[config.mk]
export PLATFORM = sky130hd
export DESIGN_NAME = pixel_sink
export DESIGN_NICKNAME = d
export VERILOG_FILES = /design/src/rtl/pixel_sink_pkg.sv /design/src/rtl/pixel_fifo.sv /design/src/rtl/pixel_sink.sv
export SDC_FILE = /design/constraint.sdc
export NUM_CORES = 1
export LEC_CHECK = 0
export ABC_AREA = 1
export ABC_CLOCK_PERIOD_IN_PS = 6950
export CORE_UTILIZATION = 45
export DETAILED_ROUTE_END_ITERATION = 8
export PLACE_DENSITY = 0.63
export SYNTH_ARGS = -nofsm -noshare
export SYNTH_HDL_FRONTEND = slang
export SYNTH_SLANG_ARGS = --single-unit
[constraint.sdc]
create_clock -name clock -period 6.95 [get_ports clock]
set_input_delay 0.695 -clock clock [delete_from_list [all_inputs] [get_ports clock]]
set_output_delay 0.695 -clock clock [all_outputs]
set_load 0.02 [all_outputs]
[src/rtl/pixel_sink_pkg.sv]
// Shared constants, pixel record and state encoding for the pixel sink.
// Screen geometry is fixed at 160x120, so the framebuffer address fits in 15 bits.
package pixel_sink_pkg;

    localparam int SCREEN_W  = 160;
    localparam int SCREEN_H  = 120;
    localparam int FB_PIXELS = SCREEN_W * SCREEN_H;
    localparam int FB_ADDR_W = 15;

    localparam int X_W      = 8;
    localparam int Y_W      = 7;
    localparam int COLOUR_W = 3;

    typedef enum logic [1:0] {
        IDLE  = 2'd0,
        CLEAR = 2'd1,
        DONE  = 2'd2
    } sink_state_t;

    typedef struct packed {
        logic [X_W-1:0]      x;
        logic [Y_W-1:0]      y;
        logic [COLOUR_W-1:0] colour;
    } pixel_t;

    localparam logic [FB_ADDR_W-1:0] LAST_CLEAR_ADDR = FB_ADDR_W'(FB_PIXELS - 1);

    // y*160 + x as two shifts and adds; wraps modulo 2^15 for out-of-range input
    function automatic logic [FB_ADDR_W-1:0] pixel_addr(input logic [X_W-1:0] x,
                                                         input logic [Y_W-1:0] y);
        logic [FB_ADDR_W-1:0] yw;
        logic [FB_ADDR_W-1:0] xw;
        yw = {{(FB_ADDR_W - Y_W){1'b0}}, y};
        xw = {{(FB_ADDR_W - X_W){1'b0}}, x};
        return (yw << 7) + (yw << 5) + xw;
    endfunction

    function automatic logic pixel_in_bounds(input logic [X_W-1:0] x,
                                             input logic [Y_W-1:0] y);
        return (x < X_W'(SCREEN_W)) && (y < Y_W'(SCREEN_H));
    endfunction

endpackage

[src/rtl/pixel_fifo.sv]
// Pixel buffer: circular FIFO of pixel records with occupancy count.
// A push into a full buffer is ignored even if a pop happens in the same cycle.
module pixel_fifo
    import pixel_sink_pkg::*;
#(
    parameter int DEPTH = 8
)
(
    input  logic                     clock,
    input  logic                     resetn,
    input  logic                     push,
    input  pixel_t                   push_data,
    input  logic                     pop,
    output pixel_t                   pop_data,
    output logic                     full,
    output logic                     empty,
    output logic [$clog2(DEPTH):0]   count
);

    localparam int PTR_W = (DEPTH > 1) ? $clog2(DEPTH) : 1;
    localparam int CNT_W = $clog2(DEPTH) + 1;

    pixel_t             mem [DEPTH];
    logic [PTR_W-1:0]   wr_ptr;
    logic [PTR_W-1:0]   rd_ptr;
    logic               do_push;
    logic               do_pop;

    assign full     = (count == CNT_W'(DEPTH));
    assign empty    = (count == '0);
    assign do_push  = push && !full;
    assign do_pop   = pop && !empty;
    assign pop_data = mem[rd_ptr];

    // Power-of-two depth lets the pointers wrap naturally.
    always_ff @(posedge clock or negedge resetn) begin
        if (!resetn) begin
            wr_ptr <= '0;
            rd_ptr <= '0;
            count  <= '0;
        end else begin
            if (do_push) wr_ptr <= wr_ptr + PTR_W'(1);
            if (do_pop)  rd_ptr <= rd_ptr + PTR_W'(1);
            unique case ({do_push, do_pop})
                2'b10:   count <= count + CNT_W'(1);
                2'b01:   count <= count - CNT_W'(1);
                default: count <= count;
            endcase
        end
    end

    always_ff @(posedge clock) begin
        if (do_push) mem[wr_ptr] <= push_data;
    end

endmodule

[src/rtl/pixel_sink.sv]
// Buffers pixels from drawing engines and writes them, or a full-screen fill, to the framebuffer.
// Define PIXEL_SINK_BOUNDS_CHECK_EN to drop off-screen pixels and flag them on oob.
module pixel_sink
    import pixel_sink_pkg::*;
#(
    parameter int FIFO_DEPTH = 8
)
(
    input  logic                  clock,
    input  logic                  resetn,
    input  logic [X_W-1:0]        vga_x,
    input  logic [Y_W-1:0]        vga_y,
    input  logic [COLOUR_W-1:0]   vga_colour,
    input  logic                  vga_write,
    input  logic                  clear_start,
    input  logic [COLOUR_W-1:0]   clear_colour,
    output logic                  clear_done,
    output logic                  busy,
    output logic                  overflow,
    output logic                  oob,
    output logic [FB_ADDR_W-1:0]  fb_addr,
    output logic [COLOUR_W-1:0]   fb_data,
    output logic                  fb_write
);

    sink_state_t                 state;
    sink_state_t                 state_next;
    logic [FB_ADDR_W-1:0]        clear_cnt;
    logic [COLOUR_W-1:0]         clear_colour_q;
    pixel_t                      in_pixel;
    pixel_t                      head_pixel;
    logic                        pix_ok;
    logic                        accept;
    logic                        fifo_full;
    logic                        fifo_empty;
    logic [$clog2(FIFO_DEPTH):0] fifo_count;
    logic                        pop;
    logic                        clear_write;
    logic                        latch_colour;

    assign in_pixel = '{x: vga_x, y: vga_y, colour: vga_colour};

`ifdef PIXEL_SINK_BOUNDS_CHECK_EN
    assign pix_ok = pixel_in_bounds(vga_x, vga_y);

    always_ff @(posedge clock or negedge resetn) begin
        if (!resetn) begin
            oob <= 1'b0;
        end else if (vga_write && !pix_ok) begin
            oob <= 1'b1;
        end
    end
`else
    assign pix_ok = 1'b1;
    assign oob    = 1'b0;
`endif

    assign accept = vga_write && pix_ok;

    pixel_fifo #(
        .DEPTH     (FIFO_DEPTH)
    ) u_fifo (
        .clock     (clock),
        .resetn    (resetn),
        .push      (accept),
        .push_data (in_pixel),
        .pop       (pop),
        .pop_data  (head_pixel),
        .full      (fifo_full),
        .empty     (fifo_empty),
        .count     (fifo_count)
    );

    always_ff @(posedge clock or negedge resetn) begin
        if (!resetn) begin
            overflow <= 1'b0;
        end else if (accept && fifo_full) begin
            overflow <= 1'b1;
        end
    end

    always_ff @(posedge clock or negedge resetn) begin
        if (!resetn) begin
            state <= IDLE;
        end else begin
            state <= state_next;
        end
    end

    // A clear request wins over draining in IDLE; the buffer keeps filling during a clear.
    always_comb begin
        state_next   = state;
        pop          = 1'b0;
        clear_write  = 1'b0;
        latch_colour = 1'b0;
        clear_done   = 1'b0;
        unique case (state)
            IDLE: begin
                if (clear_start) begin
                    latch_colour = 1'b1;
                    state_next   = CLEAR;
                end else if (!fifo_empty) begin
                    pop = 1'b1;
                end
            end
            CLEAR: begin
                clear_write = 1'b1;
                if (clear_cnt == LAST_CLEAR_ADDR) state_next = DONE;
            end
            DONE: begin
                clear_done = 1'b1;
                state_next = IDLE;
            end
            default: state_next = IDLE;
        endcase
    end

    always_ff @(posedge clock or negedge resetn) begin
        if (!resetn) begin
            clear_cnt      <= '0;
            clear_colour_q <= '0;
        end else if (latch_colour) begin
            clear_cnt      <= '0;
            clear_colour_q <= clear_colour;
        end else if (clear_write) begin
            clear_cnt      <= clear_cnt + FB_ADDR_W'(1);
        end
    end

    // Address and data hold their last value when no write is issued.
    always_ff @(posedge clock or negedge resetn) begin
        if (!resetn) begin
            fb_write <= 1'b0;
            fb_addr  <= '0;
            fb_data  <= '0;
        end else begin
            fb_write <= pop || clear_write;
            if (clear_write) begin
                fb_addr <= clear_cnt;
                fb_data <= clear_colour_q;
            end else if (pop) begin
                fb_addr <= pixel_addr(head_pixel.x, head_pixel.y);
                fb_data <= head_pixel.colour;
            end
        end
    end

    assign busy = (state != IDLE) || (fifo_count != '0);

endmodule

==> implementation parameters, run 1 <==
Parameter                              Value

Logic synthesis
  XOR/XNOR share of the synthesized area    0.611%
  Largest family of logic cells by synthesized area    simple AND/OR/NAND/NOR gates
  Complex-gate fraction of the synthesized area    9.60%
  Post-synthesis mux area share    0%
  Fraction of post-synthesis cell area in the top cell type by area    50.3%
  Synth Net Count    845
  Number of warnings issued by yosys    0
  Simple-gate portion of the synthesized area    15.7%
  Mapped Avg Cell Area    10.8 µm²
  Post-Synthesis Cell Area    8600 µm²
  Total of flip-flops plus latches after synthesis    194
  Number of cells produced by synthesis    798
  Synth area leader    sky130_fd_sc_hd__edfxtp_1
  Sequential fraction of the synthesis area    64.8%
  Adder-Cell Fraction of Synth Area    3.46%
  Cell types occupying the most area after synthesis    sky130_fd_sc_hd__edfxtp_1 50%, sky130_fd_sc_hd__dfrtp_1 15%, sky130_fd_sc_hd__nand2_1 5.9%
  Cell variety after synth    37

STA
  Final Skew    12.4 ps
  Slew Viols, Final    0
  Tightest slew margin relative to the limit    44.1%
  WHS    365 ps
  Number of failing setup endpoints in the final timing report    0
  Final min period    3660 ps
  Final hold violation count    0
  Total Neg Setup Slack    0 ps
  Period utilisation layout    52.6%
  Unrepaired setup endpoints after global routing    false
  Maximum clock frequency    273 MHz
  Worst Max-Slew Pin Slew    837 ps

Power
  Total power density per cell area    274 nW/µm²
  Highest ir drop seen on vdd    173 µV
  Leakage power summed over all cells    3.84 nW

Worst setup path
  Critical path capture point type    flip-flop
  Worst R2R End    fb_addr[14]
  Depth of the most critical reg-to-reg path    18
  Data arrival time of the worst path    3980 ps
  Critical Path RT    7270 ps
  R2r startpoint    u_fifo.rd_ptr[1]
  Startpoint Class    flip-flop
  Path type of the worst setup path    reg2reg
  Reg-to-reg setup timing slack    3290 ps
  Critical path peak fanout    52

Clock network
  Post-cts repair resize count    0
  Number of clock buffers inserted by TritonCTS    17
  Number of hold-repair buffers added at the cts stage    0
  Clock Root Buffer    sky130_fd_sc_hd__clkbuf_16
  CTS tree    done
  Clock latency of the later-clocked register in the worst-skew pair    430 ps
  Clock H-tree levels    4
  TritonCTS sink count    194
  Largest buffer count on any clock path    2
  Clock input transition at the sequential cells of the worst setup and hold paths    70 ps
  Post-CTS setup buffer count    0

Die
  Die boundary height    140 µm
  Area of the placeable core    18700 µm²
  DIE WIDTH    140 µm
  Count of pins on the block boundary    48
  Number of rows in the core area    50
  Initial cell density of the core    46.0%
  Die footprint    19700 µm²

GRT
  First-pass GRT wire length    29.1 mm
  Total congestion overflow    0
  Number of antenna violations at the first check in global routing    0
  Via count of the first global-routing pass    5338
  Largest net degree at the start of global routing    74
  Overall fraction of global-route tracks in use    19.5%

Drt
  Length of the first detailed-routing pass in iterations    5
  Vias per Instance    5.30
  DRC violation count after routing    0
  Wire length reported by the detailed router    18.2 mm
  Drt first-iter violations    447
  Number of antenna-violating nets in the routed design    0
  Average wire length per cell after detail routing    16.8 µm
  Vias    5753

Finish
  Final std cell area, no fill    9800 µm²
  Post-layout util    52.4%
  Antenna cell count    0
  Net count reported at finish    886
  Proportion of layout cells with a drive suffix above 1    8.23%
  Most frequent cells in the layout    144 x sky130_fd_sc_hd__edfxtp_1, 135 x sky130_fd_sc_hd__nand2_1, 99 x sky130_fd_sc_hd__nor2_1
  Final std cells w/o fill    1085
  Most common cell after layout, fill and taps aside    sky130_fd_sc_hd__edfxtp_1
  Area growth syn-to-layout    13.9%

Flow run
  Max Cap Viol    0

Place
  Placed Cells    1054
  Post-detail-place hpwl    10.9 mm
  Port bufs    46
  Weighted congestion at the end of routability-driven global placement    0.809
  Area after detailed placement    9240 µm²

Min path
  Classification of the worst-slack hold path    in2async

Run status
  Status    completed
==> cells in the mapped netlist <==
| cell | n |
|---|---|
| sky130_fd_sc_hd__o221ai_1 | 1 |
| sky130_fd_sc_hd__o211ai_1 | 16 |
| sky130_fd_sc_hd__o22ai_1 | 22 |
| sky130_fd_sc_hd__a31oi_1 | 1 |
| sky130_fd_sc_hd__nor2_4 | 2 |
| sky130_fd_sc_hd__nand4_1 | 7 |
| sky130_fd_sc_hd__clkbuf_1 | 8 |
| sky130_fd_sc_hd__a22oi_1 | 1 |
| sky130_fd_sc_hd__nand3b_1 | 1 |
| sky130_fd_sc_hd__xor2_1 | 4 |
| sky130_fd_sc_hd__buf_6 | 5 |
| sky130_fd_sc_hd__inv_4 | 2 |
| sky130_fd_sc_hd__o21ai_1 | 17 |
| sky130_fd_sc_hd__dfrtp_1 | 50 |
| sky130_fd_sc_hd__nand3_4 | 1 |
| sky130_fd_sc_hd__nor2_2 | 3 |
| sky130_fd_sc_hd__xnor2_1 | 2 |
| sky130_fd_sc_hd__clkbuf_2 | 2 |
| sky130_fd_sc_hd__inv_1 | 65 |
| sky130_fd_sc_hd__nor2_1 | 107 |
| sky130_fd_sc_hd__conb_1 | 1 |
| sky130_fd_sc_hd__o21bai_1 | 1 |
| sky130_fd_sc_hd__nand2_2 | 2 |
| sky130_fd_sc_hd__buf_2 | 12 |
| sky130_fd_sc_hd__a21oi_1 | 8 |
| sky130_fd_sc_hd__buf_4 | 8 |
| sky130_fd_sc_hd__nand2_1 | 135 |
| sky130_fd_sc_hd__inv_2 | 6 |
| sky130_fd_sc_hd__fa_1 | 3 |
| sky130_fd_sc_hd__o21ai_2 | 2 |
| sky130_fd_sc_hd__nor3_1 | 2 |
| sky130_fd_sc_hd__edfxtp_1 | 144 |
| sky130_fd_sc_hd__nor2_8 | 1 |
| sky130_fd_sc_hd__or2_2 | 1 |
| sky130_fd_sc_hd__o21ai_0 | 79 |
| sky130_fd_sc_hd__nand3_1 | 57 |
| sky130_fd_sc_hd__ha_1 | 19 |
==> report_power, final <==
| group | switching [mW] | leakage [nW] | internal [mW] |
|---|---|---|---|
| clock network | 0.435 | 0.262 | 0.499 |
| registers | 0.0416 | 1.88 | 1.39 |
| logic | 0.216 | 1.70 | 0.100 |
| total | 0.693 | 3.84 | 1.99 |
==> cell type report <==
class                           instances  area [µm²]
Fill cell                            1652        8910
Timing Repair Buffer                   57         538
Sequential cell                       194        5580
Multi-Input combinational cell        496        2550
Inverter                               73         279
Clock inverter                         13         129
Tap cell                              234         293
Clock buffer                           18         429
==> routing by layer <==
layer,GRT usage [%],vias up,share of wire [%]
met5,0,-,0
met4,5.44,0,1.1
met3,3.97,17,4.8
met2,30.8,143,47
met1,27.5,2758,47
li1,-,2835,-
==> cell families (layout without fill, tap and decap cells) <==
| logic type | Yosys count | after routing |
|---|---|---|
| and+or+nand+nor | 319 | 319 |
| DFF | 194 | 194 |
| AOI/OAI and AO/OA | 148 | 148 |
| buffers and inverters | 108 | 161 |
| adders and majority gates | 22 | 22 |
| xor gates and xnor gates | 6 | 6 |
| other | 1 | 1 |
==> worst max-delay path: stages, from the launching register on <==
cell and delay, ps:
sky130_fd_sc_hd__dfrtp_1 360, sky130_fd_sc_hd__buf_4 300, sky130_fd_sc_hd__inv_1 620, sky130_fd_sc_hd__o21ai_0 200
sky130_fd_sc_hd__o22ai_1 160, sky130_fd_sc_hd__inv_1 70, sky130_fd_sc_hd__o21ai_2 120, sky130_fd_sc_hd__inv_1 80
sky130_fd_sc_hd__fa_1 540, sky130_fd_sc_hd__inv_1 70, sky130_fd_sc_hd__fa_1 460, sky130_fd_sc_hd__nand3_1 100
sky130_fd_sc_hd__nand2_1 90, sky130_fd_sc_hd__nand2_1 70, sky130_fd_sc_hd__nand2_1 50, sky130_fd_sc_hd__nand2_1 70
sky130_fd_sc_hd__nand2_1 50, sky130_fd_sc_hd__nand2_1 60, sky130_fd_sc_hd__nand2_1 50
==> how the worst max path moves through the flow <==
stage / start / to / slack [ps]
4_1_cts: u_fifo.rd_ptr[1] / fb_addr[14] / 3290
5_1_grt: u_fifo.rd_ptr[1] / fb_addr[14] / 3020
3_3_place_gp: u_fifo.rd_ptr[0] / fb_addr[14] / 3350
3_5_place_dp: u_fifo.rd_ptr[1] / fb_addr[14] / 3300
6_report: u_fifo.rd_ptr[1] / fb_addr[14] / 3290
2_1_floorplan: u_fifo.rd_ptr[0] / fb_addr[14] / 4190
==> flip-flops by register name, summed over array words and instances (netlist names), 2 cells and up <==
signal	flops
u_fifo.mem	144
clear_cnt	15
fb_addr	15
u_fifo.count	4
clear_colour_q	3
fb_data	3
u_fifo.rd_ptr	3
u_fifo.wr_ptr	3
state	2
==> stage by stage <==
| stage | total power, mW | setup slack, ps |
|---|---|---|
| floorplan | 1.64 | 4190 |
| global placement | 1.77 | 3350 |
| detailed placement | 1.78 | 3300 |
| CTS | 2.71 | 3290 |
| global route | 2.80 | 3020 |
| finish | 2.69 | 3290 |
Note: power is estimated with default switching activity, not from simulation.
==> run 2, diff against run 1 <==
ABC_CLOCK_PERIOD_IN_PS = 3400   (was 6950)
clock period = 3.4 ns   (was 6.95 ns; I/O delays follow)
==> run 2 against run 1 <==
Core utilization increased by 0.64 points. Cell count rose by 1.2%. Sequential share of layout area down 0.69 points. Total power increased by 110%. Clock skew decreased by 4.8 ps. Register-to-register slack got worse by 2900 ps. Clock power grew 110%. Setup slack got worse by 2900 ps. Maximum frequency increased by 23%. Combinational power increased by 110%. Largest power group unchanged. Highest routed layer unchanged.
==> implementation parameters, run 2 (same netlist as run 1, synthesis figures left out) <==
Parameter                              Value

Run status
  Status    completed

STA
  Total Neg Setup Slack    0 ps
  Worst Max-Slew Pin Slew    688 ps
  Final hold violation count    0
  Tightest slew margin relative to the limit    54.2%
  Unrepaired setup endpoints after global routing    false
  Number of failing setup endpoints in the final timing report    0
  Final min period    2980 ps
  Maximum clock frequency    336 MHz
  Final Skew    7.65 ps
  Period utilisation layout    87.7%
  Slew Viols, Final    0

GRT
  First-pass GRT wire length    29.2 mm
  Overall fraction of global-route tracks in use    19.9%
  Number of antenna violations at the first check in global routing    0
  Via count of the first global-routing pass    5476
  Largest net degree at the start of global routing    52
  Total congestion overflow    0

Die
  Count of pins on the block boundary    48
  Number of rows in the core area    50
  Area of the placeable core    18700 µm²
  Die footprint    19700 µm²
  DIE WIDTH    140 µm
  Initial cell density of the core    46.0%
  Die boundary height    140 µm

Clock network
  Clock Root Buffer    sky130_fd_sc_hd__clkbuf_16
  Clock H-tree levels    4
  Post-cts repair resize count    0
  Post-CTS setup buffer count    0
  Clock input transition at the sequential cells of the worst setup and hold paths    70 ps
  TritonCTS sink count    194
  Number of clock buffers inserted by TritonCTS    17
  CTS tree    done
  Clock latency of the later-clocked register in the worst-skew pair    440 ps
  Largest buffer count on any clock path    2

Drt
  Wire length reported by the detailed router    18.2 mm
  Vias per Instance    5.28
  Vias    5793
  Drt first-iter violations    417
  Length of the first detailed-routing pass in iterations    5
  Average wire length per cell after detail routing    16.5 µm
  Number of antenna-violating nets in the routed design    0
  DRC violation count after routing    0

Worst setup path
  Worst R2R End    fb_addr[14]
  Depth of the most critical reg-to-reg path    17
  Critical path peak fanout    35
  Critical Path RT    3730 ps
  Startpoint Class    flip-flop
  Reg-to-reg setup timing slack    420 ps
  Path type of the worst setup path    reg2reg
  Critical path capture point type    flip-flop
  R2r startpoint    u_fifo.rd_ptr[0]
  Data arrival time of the worst path    3310 ps

Finish
  Most common cell after layout, fill and taps aside    sky130_fd_sc_hd__edfxtp_1
  Net count reported at finish    898
  Proportion of layout cells with a drive suffix above 1    9.49%
  Register with the highest flop count    u_fifo.mem
  Largest registers    u_fifo.mem x144, clear_cnt x15, fb_addr x15
  Number of flip-flops under the largest register name    144
  Final std cell area, no fill    9920 µm²
  Most frequent cells in the layout    144 x sky130_fd_sc_hd__edfxtp_1, 135 x sky130_fd_sc_hd__nand2_1, 99 x sky130_fd_sc_hd__nor2_1
  Area growth syn-to-layout    15.3%
  Antenna cell count    0

Place
  Port bufs    46
  Post-detail-place hpwl    11.5 mm
  Area after detailed placement    9330 µm²
  Weighted congestion at the end of routability-driven global placement    0.801

Min path
  Classification of the worst-slack hold path    in2reg
  Hold path depth    3
  Startpoint of the worst hold path    clear_colour[1]
  Endpoint of the worst hold path    clear_colour_q[1]

Flow run
  Max Cap Viol    0

Power
  Total power consumption of the routed design    5.54 mW
  Highest ir drop seen on vdd    393 µV
  Leakage power summed over all cells    3.93 nW
  Total power density per cell area    558 nW/µm²
-- run 2: cell types whose count changed in the layout (fill, tap and decap cells not counted) --
cell / previous run / this run
sky130_fd_sc_hd__buf_4: 11 / 21
sky130_fd_sc_hd__inv_8: 3 / 4
sky130_fd_sc_hd__inv_6: 1 / 3
sky130_fd_sc_hd__clkinv_4: 2 / 3
sky130_fd_sc_hd__buf_12: 0 / 1
sky130_fd_sc_hd__clkinvlp_4: 4 / 1
sky130_fd_sc_hd__dlygate4sd3_1: 0 / 1
-- run 2: per-stage QoR --
step	util (%)	setup slack, ps	instances	hold WS [ps]
2_1_floorplan	-	642	798	44.4
3_3_place_gp	49.9	490	1065	438
3_5_place_dp	49.9	446	1065	417
4_1_cts	53.0	428	1098	440
5_1_grt	53.0	173	1098	459
6_report	53.0	420	1098	449
-- run 2: how the worst max path moves through the flow --
stage                      from     endpoint
2_1_floorplan  u_fifo.rd_ptr[0]  fb_addr[14]
3_3_place_gp   u_fifo.rd_ptr[0]  fb_addr[14]
3_5_place_dp   u_fifo.rd_ptr[0]  fb_addr[14]
4_1_cts        u_fifo.rd_ptr[0]  fb_addr[14]
5_1_grt        u_fifo.rd_ptr[0]  fb_addr[12]
6_report       u_fifo.rd_ptr[0]  fb_addr[14]
-- run 2: area by class of cell --
cell class,instances,area [µm²]
Clock buffer,18,429
Clock inverter,14,144
Fill cell,1630,8790
Inverter,73,279
Multi-Input combinational cell,496,2550
Sequential cell,194,5580
Tap cell,234,293
Timing Repair Buffer,69,643
-- run 2: timing repair --
item	in CTS	in global routing
endpoints found under the hold margin	29	0
endpoints found under the setup margin	0	0
hold buffers	1	0
-- run 2: worst max-delay path, cell delays in order (launching register included) --
cell	delay (ps)
sky130_fd_sc_hd__dfrtp_2	450
sky130_fd_sc_hd__inv_4	270
sky130_fd_sc_hd__o21ai_0	140
sky130_fd_sc_hd__o22ai_1	130
sky130_fd_sc_hd__inv_1	60
sky130_fd_sc_hd__o21ai_2	140
sky130_fd_sc_hd__inv_1	80
sky130_fd_sc_hd__fa_1	530
sky130_fd_sc_hd__inv_1	60
sky130_fd_sc_hd__fa_1	460
sky130_fd_sc_hd__nand3_1	100
sky130_fd_sc_hd__nand2_1	90
sky130_fd_sc_hd__nand2_1	70
sky130_fd_sc_hd__nand2_1	60
sky130_fd_sc_hd__nand2_1	80
sky130_fd_sc_hd__nand2_1	50
sky130_fd_sc_hd__nand2_1	60
sky130_fd_sc_hd__nand2_1	40
-- run 2: routing by layer --
layer	track usage [%]	vias to the layer above	share of wire [%]
met3	4.89	22	5.0
met2	31.8	148	46
met5	0	-	0
li1	-	2855	-
met1	27.1	2768	47
met4	5.44	0	1.5
-- run 2: where the power goes --
part / total [mW] / internal [mW] / leakage [nW] / switching (mW)
clock: 1.94 / 1.03 / 0.281 / 0.907
sequential: 2.94 / 2.85 / 1.88 / 0.0890
combinational: 0.656 / 0.208 / 1.77 / 0.449
